===== src/rtl/pe_nic_ctrl.sv =====
// rtl/pe_nic_ctrl.sv - PE network interface: per-VC TX/RX slots, polarity-gated injection, RR delivery
module pe_nic_ctrl #(
    parameter int DATA_W = 64
) (
    input  logic              clk,
    input  logic              reset,
    input  logic              polarity,
    input  logic              cpu_tx_valid,
    output logic              cpu_tx_ready,
    input  logic [DATA_W-1:0] cpu_tx_data,
    output logic              net_so,
    input  logic              net_ro,
    output logic [DATA_W-1:0] net_do,
    input  logic              net_si,
    output logic              net_ri,
    input  logic [DATA_W-1:0] net_di,
    output logic              cpu_rx_valid,
    input  logic              cpu_rx_ready,
    output logic [DATA_W-1:0] cpu_rx_data,
    output logic [15:0]       tx_count,
    output logic [15:0]       rx_count,
    output logic              vc_err
);

    logic [DATA_W-1:0] tx_buf [2];
    logic [DATA_W-1:0] rx_buf [2];
    logic [1:0]        tx_vld;
    logic [1:0]        rx_vld;
    logic              rx_rr;

    logic tx_vc;
    logic tx_acc;
    logic tx_inj;
    logic rx_acc;
    logic rx_del;
    logic rx_sel;

    // Ready terms come only from registered valids, so a slot cannot drain and refill in one cycle.
    assign tx_vc        = cpu_tx_data[DATA_W-1];
    assign cpu_tx_ready = ~tx_vld[tx_vc];
    assign tx_acc       = cpu_tx_valid & cpu_tx_ready;

    assign net_so = tx_vld[polarity];
    assign net_do = net_so ? tx_buf[polarity] : '0;
    assign tx_inj = net_so & net_ro;

    assign net_ri = ~rx_vld[polarity];
    assign rx_acc = net_si & net_ri;

    // Prefer the slot the pointer names; fall back to the other one when it is empty.
    assign rx_sel       = rx_vld[rx_rr] ? rx_rr : ~rx_rr;
    assign cpu_rx_valid = |rx_vld;
    assign cpu_rx_data  = cpu_rx_valid ? rx_buf[rx_sel] : '0;
    assign rx_del       = cpu_rx_valid & cpu_rx_ready;

    always_ff @(posedge clk) begin
        if (reset) begin
            tx_vld   <= 2'b00;
            rx_vld   <= 2'b00;
            rx_rr    <= 1'b0;
            tx_count <= 16'h0000;
            rx_count <= 16'h0000;
            vc_err   <= 1'b0;
        end else begin
            if (tx_inj) begin
                tx_vld[polarity] <= 1'b0;
                tx_count         <= tx_count + 16'd1;
            end
            if (tx_acc) begin
                tx_vld[tx_vc] <= 1'b1;
            end
            if (rx_del) begin
                rx_vld[rx_sel] <= 1'b0;
                rx_rr          <= ~rx_sel;
            end
            if (rx_acc) begin
                rx_vld[polarity] <= 1'b1;
                rx_count         <= rx_count + 16'd1;
                if (net_di[DATA_W-1] != polarity) begin
                    vc_err <= 1'b1;
                end
            end
        end
    end

    // Payload storage needs no reset: every output read is gated by its valid bit.
    always_ff @(posedge clk) begin
        if (tx_acc) begin
            tx_buf[tx_vc] <= cpu_tx_data;
        end
        if (rx_acc) begin
            rx_buf[polarity] <= net_di;
        end
    end

endmodule


===== config.mk =====
export PLATFORM = sky130hd
export DESIGN_NAME = pe_nic_ctrl
export DESIGN_NICKNAME = d
export VERILOG_FILES = /design/src/rtl/pe_nic_ctrl.sv
export SDC_FILE = /design/constraint.sdc
export NUM_CORES = 1
export LEC_CHECK = 0
export BUFFER_PORTS_ARGS = -buffer_cell sky130_fd_sc_hd__buf_4
export CAP_MARGIN = 5
export CORE_ASPECT_RATIO = 0.75
export CORE_MARGIN = 2
export CORE_UTILIZATION = 52
export DETAILED_ROUTE_END_ITERATION = 10
export PLACE_DENSITY = 0.76
export SKIP_CTS_REPAIR_TIMING = 1
export SLEW_MARGIN = 20
export SYNTH_ARGS = -nofsm -noshare
export SYNTH_HDL_FRONTEND = slang
export SYNTH_SLANG_ARGS = --single-unit

===== constraint.sdc =====
create_clock -name clk -period 8 [get_ports clk]
set_input_delay 0.4 -clock clk [delete_from_list [all_inputs] [get_ports clk]]
set_output_delay 0.4 -clock clk [all_outputs]
set_load 0.1 [all_outputs]

==> results of run 1 <==
==> metal layers <==
| metal | wire length (µm) | up-vias | global-route usage [%] |
|---|---|---|---|
| met5 | 0 | - | 0 |
| met4 | 662 | 0 | 6.069 |
| met3 | 2286 | 53 | 7.089 |
| met2 | 12060 | 260 | 34.88 |
| met1 | 10400 | 3599 | 27.66 |
| li1 | - | 3551 | - |
==> worst reg2reg max path: stages, from the launching register on <==
cell and delay [ns]:
dfxtp_1 0.41, inv_1 0.19, and3_2 0.67, buf_4 0.54
==> registers in the layout, indices dropped and copies added, names as in the netlist <==
| name | cells |
|---|---|
| tx_buf | 128 |
| rx_vld | 2 |
| tx_count | 16 |
| vc_err | 1 |
| rx_count | 16 |
| tx_vld | 2 |
| rx_rr | 1 |
| rx_buf | 128 |
==> cell usage after synthesis (3+ instances only) <==
master / number / share of area (%)
a311oi_1: 3 / 0.23
xnor2_1: 14 / 1.1
nor2_1: 89 / 3.0
nor4_1: 6 / 0.33
buf_1: 9 / 0.30
xor2_1: 7 / 0.54
a21oi_1: 81 / 3.6
buf_2: 3 / 0.13
dfxtp_1: 38 / 6.8
nand2_1: 139 / 4.6
and4_1: 4 / 0.31
inv_1: 7 / 0.23
nor3_1: 5 / 0.22
or3_1: 12 / 0.67
nand3_1: 18 / 0.80
nand4_1: 5 / 0.28
clkbuf_1: 29 / 0.97
mux2i_1: 66 / 5.9
o21ai_0: 11 / 0.49
edfxtp_1: 256 / 68
==> per-stage QoR <==
step | power, mW | std cells | utilization [%] | hold WS [ns] | setup WS, ns
global placement | 2.427 | 1373 | 65.29 | 0.4534 | 4.688
CTS | 3.719 | 1425 | 69.59 | 0.03533 | 4.845
global route | 3.804 | 1425 | 69.59 | 0.03420 | 4.705
finish | 3.689 | 1425 | 69.59 | 0.05447 | 4.875
detailed placement | 2.435 | 1373 | 65.29 | 0.4649 | 4.680
floorplan | 2.258 | 819 | - | 0.4790 | 2.216
==> where the power goes <==
part	internal, mW	switching [mW]	total (mW)	leakage, nW
Clock	0.753	0.535	1.29	0.446
Combinational	0.142	0.498	0.640	2.69
Sequential	1.74	0.0194	1.76	2.69
==> kinds of logic after synthesis <==
kind of cell,after synthesis
xor gates and xnor gates,21
buffers and inverters,49
DFF,294
AOI/OAI and AO/OA,98
and+or+nand+nor,288
muxes,67
adders and majority gates,2
==> cells in the final DEF, fill, tap and decap left out, types with 3 or more instances in the layout <==
cell type  instances
xor2_1             7
xnor2_1           14
dfxtp_1           38
and4_1             4
nor4_1             6
buf_4            308
nand2_1          139
o21ai_0           11
nand4_1            5
nor3_1             4
clkinv_1           6
clkbuf_16         29
a311oi_1           3
nand3_1           18
bufinv_16          3
inv_1              7
clkinv_2           9
or3_1             12
a21oi_1           81
mux2i_1           65
nor2_1            87
edfxtp_1         256
==> cell type report <==
| class | instances | area [µm²] | area share, % |
|---|---|---|---|
| multi-input cells | 476 | 2681 | 18.19 |
| well taps | 288 | 360.3 | 2.445 |
| clock buffers | 30 | 729.5 | 4.949 |
| repair buffers | 308 | 2312 | 15.69 |
| flip-flops and latches | 294 | 8448 | 57.31 |
| inverters | 7 | 26.28 | 0.1783 |
| clock inverters | 22 | 182.7 | 1.239 |
==> how the worst max path moves through the flow <==
stage,end
finish,cpu_rx_data[1]
global route,cpu_rx_data[1]
CTS,cpu_rx_data[1]
detailed placement,rx_buf[1][0]$_DFFE_PP_
global placement,rx_buf[1][0]$_DFFE_PP_
floorplan,rx_buf[0][0]$_DFFE_PP_
==> impl_metrics.py, run 1 <==
metrics = {
    "global_routing": {
        "grt_antenna_before_repair": 0,
        "grt_max_degree": 74,
        "grt_pass1_vias": 7232,
        "grt_use_total_pct": 21.43,
        "grt_pass1_wl_um": 38890,
        "overflow": 0,
    },
    "finish": {
        "design_area_um2": 14740,
        "diodes": 0,
        "fill_cells": 1533,
        "area_growth_pct": 30.91,
        "nNetsFinal": 1252,
        "layout-drive-gt1-share_pct": 32.01,
    },
    "detailed_routing": {
        "drc": 0,
        "drtIter0Drc": 519,
        "drt-total-wl_um": 25420,
        "dr.pass1.iters": 4,
        "vias": 7463,
        "vias_per_cell": 5.237,
        "wl_per_cell_um": 17.84,
        "ant_nets": 0,
    },
    "clock_network": {
        "clock-sinks": 294,
        "cts_made_buffers": 28,
        "clk_latency_ns": 0.53,
        "cts-root-buf": "clkbuf_16",
        "ctsHtreeMaxLevel": 1,
        "path_clk_slew_ns": 0.06,
        "clock_path_buffers": 3,
        "cts_tree": "done",
    },
    "floorplan": {
        "ioPinCount": 300,
        "core-area_um2": 21180,
        "dieArea_um2": 22860,
        "dieWidth_um": 173.9,
        "start_util_pct": 53.16,
        "rows": 46,
        "die_h_um": 131.4,
    },
    "synthesis": {
        "synthArstFlopShare_pct": 0,
        "synth_top_family_by_area": "simple AND/OR/NAND/NOR gates",
        "yosysWarnings": 0,
        "ys.flop_type": "edfxtp_1",
        "synth-edff-count": 256,
        "syn_inst": 819,
        "muxShareOfSynthArea_pct": 6.001,
        "syn_area_um2": 11260,
        "synthAdderAreaFrac_pct": 0.2222,
        "synth_cell_types": 31,
        "synth-simple-area-share_pct": 10.92,
        "yosysSeqAreaShare_pct": 75.03,
        "ys_ff_latch": 294,
        "synth-compound-area-share_pct": 4.489,
        "syn_nets": 956,
        "synth-xor-area-share_pct": 1.634,
        "avgSynthCellArea_um2": 13.75,
    },
    "critical_path": {
        "startpoint": "rx_vld[1]$_SDFF_PP0_",
        "rrSetupSlack_ns": 5.81,
        "worstPathCellList": "inv_1 -> a21boi_4 -> buf_4 -> nand2_1 -> a21oi_1 -> buf_4",
        "max_stage_delay_ns": 0.54,
        "cp-end-kind": "output pin",
        "cp.depth": 6,
        "cpMostUsedCell": "buf_4",
        "crit_family": "buffers and inverters",
        "crit_path_max_fanout": 64,
        "worstReg2RegStart": "rx_vld[1]$_SDFF_PP0_",
        "critPathLaunchType": "flop",
        "crit_path_top_delay_cell": "buf_4",
        "critPathBufInv": 3,
        "r2r-end": "rx_buf[1][44]$_DFFE_PP_",
        "r2r_cells": 3,
        "crit_required_ns": 7.60,
        "critPathArrivalTime_ns": 2.73,
        "crit_type": "flop to output pin",
    },
    "sta": {
        "timing.fmax_mhz": 320.0,
        "hold_viol_final": 0,
        "tns_ns": 0,
        "tightest_slew_ns": 0.8964,
        "drv_slew": 0,
        "rsz0062_at_grt": "no",
        "skew_ns": 0.005881,
        "setup_violations": 0,
        "fin_crit_ns": 3.125,
        "slew_headroom_pct": 40.24,
        "period_share_pct": 39.07,
    },
    "placed_design": {
        "post_dp_cell_area_um2": 13830,
        "place_congestion": 0.7635,
        "port_buffers": 299,
        "hpwlAfterDp_um": 16580,
    },
    "worst_hold_path": {
        "min_path_cells": 1,
        "hold_class": "input pin to flop",
        "hold_end": "tx_buf[1][28]$_DFFE_PP_",
        "min_from": "cpu_tx_data[28]",
    },
    "flow_run": {
        "cap_violations": 0,
    },
    "status": {
        "status": "completed",
    },
    "power_and_ir_drop": {
        "p_per_area_nw_per_um2": 250.2,
        "vdd_drop_max_uv": 190.4,
        "p_leak_nw": 5.830,
    },
}
No activity file was read; power rests on OpenSTA's default activity.
==> inputs of run 2 (changes only) <==
Settings changed: ABC_AREA set to 1, CORE_UTILIZATION 52 to 48, PLACE_DENSITY 0.76 to 0.73.
Clock period 8 ns to 2.69 ns, I/O delays scaled along.
==> run 2 against run 1 <==
Against the previous run:
- flip-flop and latch count did not move
- synthesized cell count rose by 37%
- hold slack got worse by 0.040 ns
- sequential share of layout area fell by 7.4 points
- total power rose to 3.2 times the previous value
- synthesized area rose by 5.7%
- die area rose by 14%
==> impl_metrics.py, run 2 <==
metrics = {
    "synthesis": {
        "synth_top_family_by_area": "simple AND/OR/NAND/NOR gates",
        "yosysWarnings": 0,
        "synth_top_cells_by_area": "edfxtp_1 (65%), nand2_1 (11%), dfxtp_1 (6.4%)",
        "muxShareOfSynthArea_pct": 0,
        "ys_top_cells_by_count": "nand2_1 (334), edfxtp_1 (256), nor2_1 (174), inv_1 (116), o21ai_0 (69)",
        "ys.flop_type": "edfxtp_1",
        "synth_cell_types": 27,
        "ys_ff_latch": 294,
        "yosysSeqAreaShare_pct": 70.98,
        "synthArstFlopShare_pct": 0,
        "synth-compound-area-share_pct": 4.289,
        "syn_inst": 1121,
        "yosys.area.top_type": "edfxtp_1",
        "synth-xor-area-share_pct": 0.2208,
        "syn_nets": 1258,
        "synth-edff-count": 256,
        "yosysMostFrequentCell": "nand2_1",
        "synth-simple-area-share_pct": 18.82,
        "synth_top_area_share_pct": 64.59,
        "syn_area_um2": 11900,
        "avgSynthCellArea_um2": 10.62,
        "synthAdderAreaFrac_pct": 0.2102,
    },
    "flow_run": {
        "cap_violations": 0,
    },
    "global_routing": {
        "grt_antenna_before_repair": 1,
        "grt_max_degree": 68,
        "grt_pass1_vias": 8331,
        "overflow": 0,
        "grt_pass1_wl_um": 43180,
        "grt_use_total_pct": 21.03,
    },
    "finish": {
        "nNetsFinal": 1687,
        "layout-drive-gt1-share_pct": 24.16,
        "stdcell_count": 1904,
        "final_common_cell": "nand2_1",
        "area_growth_pct": 42.30,
        "final_cell_mix": "nand2_1 (334), buf_4 (306), edfxtp_1 (256)",
        "diodes": 0,
        "largestRegisters": "rx_buf: 128 flops, tx_buf: 128 flops",
        "final_util_pct": 70.12,
    },
    "detailed_routing": {
        "wl_per_cell_um": 16.04,
        "drc": 0,
        "drtIter0Drc": 645,
        "drt-total-wl_um": 30530,
        "dr.pass1.iters": 5,
        "vias": 9281,
        "ant_nets": 0,
        "vias_per_cell": 4.874,
    },
    "sta": {
        "rsz0062_at_grt": "no",
        "hold_slack_ns": 0.01472,
        "period_share_pct": 91.20,
        "slew_headroom_pct": 36.10,
        "setup_violations": 0,
        "fin_crit_ns": 2.453,
        "drv_slew": 0,
        "tightest_slew_ns": 0.9575,
        "timing.fmax_mhz": 407.6,
        "hold_viol_final": 0,
        "tns_ns": 0,
        "skew_ns": 0.01894,
    },
    "power_and_ir_drop": {
        "seq_power_share_pct": 43.9,
        "switching_share_pct": 29.30,
        "fin_total_pwr_mw": 11.95,
        "pwr-share-comb_pct": 19.4,
        "pwr-share-clk_pct": 36.7,
        "p_leak_nw": 7.536,
        "p_per_area_nw_per_um2": 705.5,
        "vdd_drop_max_uv": 616.3,
        "p_int_mw": 8.447,
        "p_sw_mw": 3.501,
    },
    "placed_design": {
        "post-place-cells": 1720,
        "place_congestion": 0.8308,
        "hpwlAfterDp_um": 18590,
        "port_buffers": 299,
    },
    "floorplan": {
        "start_util_pct": 49.27,
        "dieArea_um2": 26090,
        "ioPinCount": 300,
        "die_h_um": 140.4,
        "core-area_um2": 24160,
        "dieWidth_um": 185.8,
        "rows": 49,
    },
    "clock_network": {
        "clock-sinks": 294,
        "path_clk_slew_ns": 0.06,
        "cts_made_buffers": 29,
        "cts-root-buf": "clkbuf_16",
        "ctsHtreeMaxLevel": 1,
        "cts_tree": "done",
        "clk_latency_ns": 0.55,
        "clock_path_buffers": 3,
    },
    "critical_path": {
        "crit_type": "flop to output pin",
        "critPathArrivalTime_ns": 2.32,
        "crit_required_ns": 2.56,
        "cp-end-kind": "output pin",
        "r2r_cells": 6,
        "critPathLaunchType": "flop",
        "crit_path_max_fanout": 61,
    },
    "worst_hold_path": {
        "hold_class": "input pin to flop",
        "min_path_cells": 3,
    },
    "status": {
        "status": "completed",
    },
}
==> run 2: cell count changes after synthesis, sizes merged, moves of 6 or more <==
cell,before,now
a21oi,81,20
or3,14,0
buf,13,22
nor2,89,179
nor4,6,0
inv,7,118
xor2,7,1
xnor2,14,2
mux2i,66,0
o21ai,12,79
nand2,139,338
==> run 2: worst max-delay path: stages (launching register included) <==
cell and delay (ns):
dfxtp_1 0.38, inv_1 0.06, nand2_1 0.11, nand2_4 0.16
inv_2 0.16, buf_12 0.28, nor2_1 0.07, nor2_1 0.18
buf_4 0.32
==> run 2: cell type report <==
class	instances	area (µm²)
Clock buffer	34	754.5
Clock inverter	20	279.0
Tap cell	331	414.1
Timing Repair Buffer	444	3750
Multi-Input combinational cell	663	2846
Inverter	118	445.4
Sequential cell	294	8448
Fill cell	1709	7218
==> run 2: stage by stage <==
step           setup WS [ns]  cell area [µm²]
6_report              0.2366            16940
5_1_grt              0.08387            16940
4_1_cts             0.008937            15630
3_5_place_dp          0.5855            14590
3_3_place_gp          0.6256            14590
2_1_floorplan       0.003801            11930
==> run 2: kinds of logic after synthesis <==
kind of cell	Yosys count
flip-flops	294
buffers and inverters	164
AND/OR/NAND/NOR	557
AO/OA/AOI/OAI	101
XOR/XNOR	3
adder cells (fa/ha/maj)	2
==> run 2: path summary, 6_finish.rpt <==
check | start | endpoint | slack, ns
worst max register to register | rx_vld[0]$_SDFF_PP0_ | rx_buf[1][24]$_DFFE_PP_ | 0.74
worst min-delay path | polarity | rx_vld[1]$_SDFF_PP0_ | 0.01
worst min register to register | vc_err$_SDFFE_PP0P_ | vc_err$_SDFFE_PP0P_ | 0.49
worst max-delay path | rx_vld[1]$_SDFF_PP0_ | cpu_rx_data[34] | 0.24
==> run 2: power groups by stage <==
stage          Sequential (mW)  Combinational [mW]  Clock (mW)
6_report                  5.24                2.32        4.39
5_1_grt                   5.25                2.43        4.62
4_1_cts                   5.24                2.15        4.42
3_5_place_dp              5.33                2.15           0
3_3_place_gp              5.33                2.13           0
2_1_floorplan             5.38                1.50           0
==> run 2: metal layers <==
| layer | wire length [µm] | share of wire (%) | GRT usage [%] |
|---|---|---|---|
| met2 | 15170 | 50 | 34.22 |
| met5 | 7 | 0.023 | 0 |
| met3 | 1617 | 5.3 | 4.238 |
| met4 | 845 | 2.8 | 6.755 |
| met1 | 12890 | 42 | 28.52 |
==> inputs of run 3 (changes only) <==
Settings changed: CORE_UTILIZATION 48 to 50, CTS_BUF_LIST set to sky130_fd_sc_hd__clkbuf_4 sky130_fd_sc_hd__clkbuf_8, PLACE_DENSITY 0.73 to 0.76.
==> run 3 against run 2 <==
Against the previous run:
- via count increased by 1.8%
- register-to-register slack better by 0.24 ns
- critical path type unchanged
- global-route usage rose by 0.94 points
- final area down 1.5%
- first-iteration DRC count rose by 7.0%
==> impl_metrics.py, run 3 (synthesis gave the netlist of run 2 again) <==
metrics = {
    "sta": {
        "drv_slew": 0,
        "fin_crit_ns": 2.401,
        "tns_ns": 0,
        "rsz0062_at_grt": "no",
        "worst_slack_ns": 0.2892,
        "period_share_pct": 89.25,
        "slew_headroom_pct": 36.47,
        "hold_viol_final": 0,
        "setup_violations": 0,
        "skew_ns": 0.01497,
        "tightest_slew_ns": 0.9519,
        "timing.fmax_mhz": 416.5,
    },
    "detailed_routing": {
        "vias": 9452,
        "ant_nets": 0,
        "drtIter0Drc": 690,
        "drc": 0,
        "wl_per_cell_um": 16.03,
        "drt-total-wl_um": 30390,
        "dr.pass1.iters": 6,
        "vias_per_cell": 4.988,
    },
    "floorplan": {
        "dieArea_um2": 25070,
        "start_util_pct": 51.34,
        "ioPinCount": 300,
        "core-area_um2": 23180,
        "dieWidth_um": 182.2,
        "rows": 48,
        "die_h_um": 137.6,
    },
    "placed_design": {
        "post_dp_cell_area_um2": 14550,
        "dp_slack_ns": 0.8059,
        "place_congestion": 0.8285,
        "hpwlAfterDp_um": 18670,
        "port_buffers": 299,
    },
    "clock_network": {
        "cts-root-buf": "clkbuf_8",
        "cts_made_buffers": 45,
        "clock-sinks": 294,
        "cts_tree": "done",
        "clk_latency_ns": 0.54,
        "ctsHtreeMaxLevel": 2,
        "path_clk_slew_ns": 0.06,
        "clock_path_buffers": 3,
    },
    "critical_path": {
        "critPathArrivalTime_ns": 2.27,
        "crit_path_max_fanout": 42,
        "cp-end-kind": "output pin",
        "crit_required_ns": 2.56,
        "crit_type": "flop to output pin",
        "rrSetupSlack_ns": 0.98,
        "critPathLaunchType": "flop",
    },
    "finish": {
        "area_growth_pct": 40.10,
        "final_cell_mix": "nand2_1 (334), buf_4 (304), edfxtp_1 (256)",
        "final_common_cell": "nand2_1",
        "layout-drive-gt1-share_pct": 25.16,
        "fill_cells": 1574,
        "final_util_pct": 71.93,
        "nNetsFinal": 1701,
        "design_area_um2": 16680,
        "largestRegisters": "rx_buf: 128 flops, tx_buf: 128 flops",
    },
    "worst_hold_path": {
        "hold_class": "input pin to flop",
    },
    "global_routing": {
        "grt_max_degree": 66,
        "grt_pass1_wl_um": 43150,
        "overflow": 0,
        "grt_antenna_before_repair": 1,
        "grt_use_total_pct": 21.97,
        "grt_pass1_vias": 8589,
    },
    "power_and_ir_drop": {
        "switching_share_pct": 31.25,
        "p_sw_mw": 3.445,
        "pwr-share-clk_pct": 31.4,
        "fin_total_pwr_mw": 11.02,
        "seq_power_share_pct": 47.6,
        "p_leak_nw": 7.463,
        "p_per_area_nw_per_um2": 661.0,
        "p_int_mw": 7.578,
        "pwr-share-comb_pct": 21.0,
        "vdd_drop_max_uv": 440.0,
    },
    "flow_run": {
        "cap_violations": 0,
    },
    "status": {
        "status": "completed",
    },
}
[run 3: cell types whose count changed in the layout (fill, tap and decap cells not counted), sizes merged]
| cell | previous run | this run |
|---|---|---|
| diode | 0 | 1 |
| clkbuf | 34 | 63 |
| clkinvlp | 3 | 2 |
| buf | 314 | 312 |
| clkinv | 9 | 12 |
| inv | 119 | 118 |
| bufinv | 7 | 0 |
[run 3: final cells by class]
| cell class | instances | area (µm²) | share of cell area [%] |
|---|---|---|---|
| multi-input combinational | 663 | 2841 | 17.04 |
| clock inverter | 14 | 65.06 | 0.3902 |
| antenna | 1 | 2.502 | 0.01501 |
| clock buffer | 63 | 754.5 | 4.524 |
| tap | 300 | 375.4 | 2.251 |
| sequential | 294 | 8448 | 50.66 |
| inverter | 118 | 445.4 | 2.671 |
| timing repair buffer | 442 | 3744 | 22.45 |
[run 3: worst paths after layout]
path	from	endpoint	depth (start not counted)
min reg2reg	rx_rr$_SDFFE_PP0N_	rx_rr$_SDFFE_PP0N_	2
max	rx_vld[0]$_SDFF_PP0_	cpu_rx_data[35]	5
min	net_ro	tx_vld[1]$_SDFF_PP0_	3
max reg2reg	rx_vld[0]$_SDFF_PP0_	rx_buf[1][25]$_DFFE_PP_	6
[run 3: routing by layer]
metal	vias up	track usage [%]	wire length, µm
li1	4537	-	-
met1	4494	28.13	12470
met2	355	37.00	15450
met3	66	4.837	1670
met4	0	8.647	791
met5	-	0	0
[run 3: through the flow]
step	hold WS, ns	instances
final	0.02908	1895
after global routing	0.004494	1895
after detailed placement	0.3219	1687
after global placement	0.3202	1687
after CTS	-0.2636	1764
after floorplan	0.2334	1121
[run 3: worst max-delay path, stage by stage, from the launching register on]
cell	delay (ns)
dfxtp_1	0.41
or2_2	0.45
buf_12	0.26
o21ai_0	0.17
nor2_1	0.14
buf_4	0.30
[run 3: power by group through the flow]
stage | logic [mW] | clock network, mW | registers (mW)
final | 2.32 | 3.46 | 5.24
after global routing | 2.42 | 3.72 | 5.26
after CTS | 2.15 | 3.51 | 5.24
after detailed placement | 2.14 | 0 | 5.34
after global placement | 2.13 | 0 | 5.33
after floorplan | 1.50 | 0 | 5.38
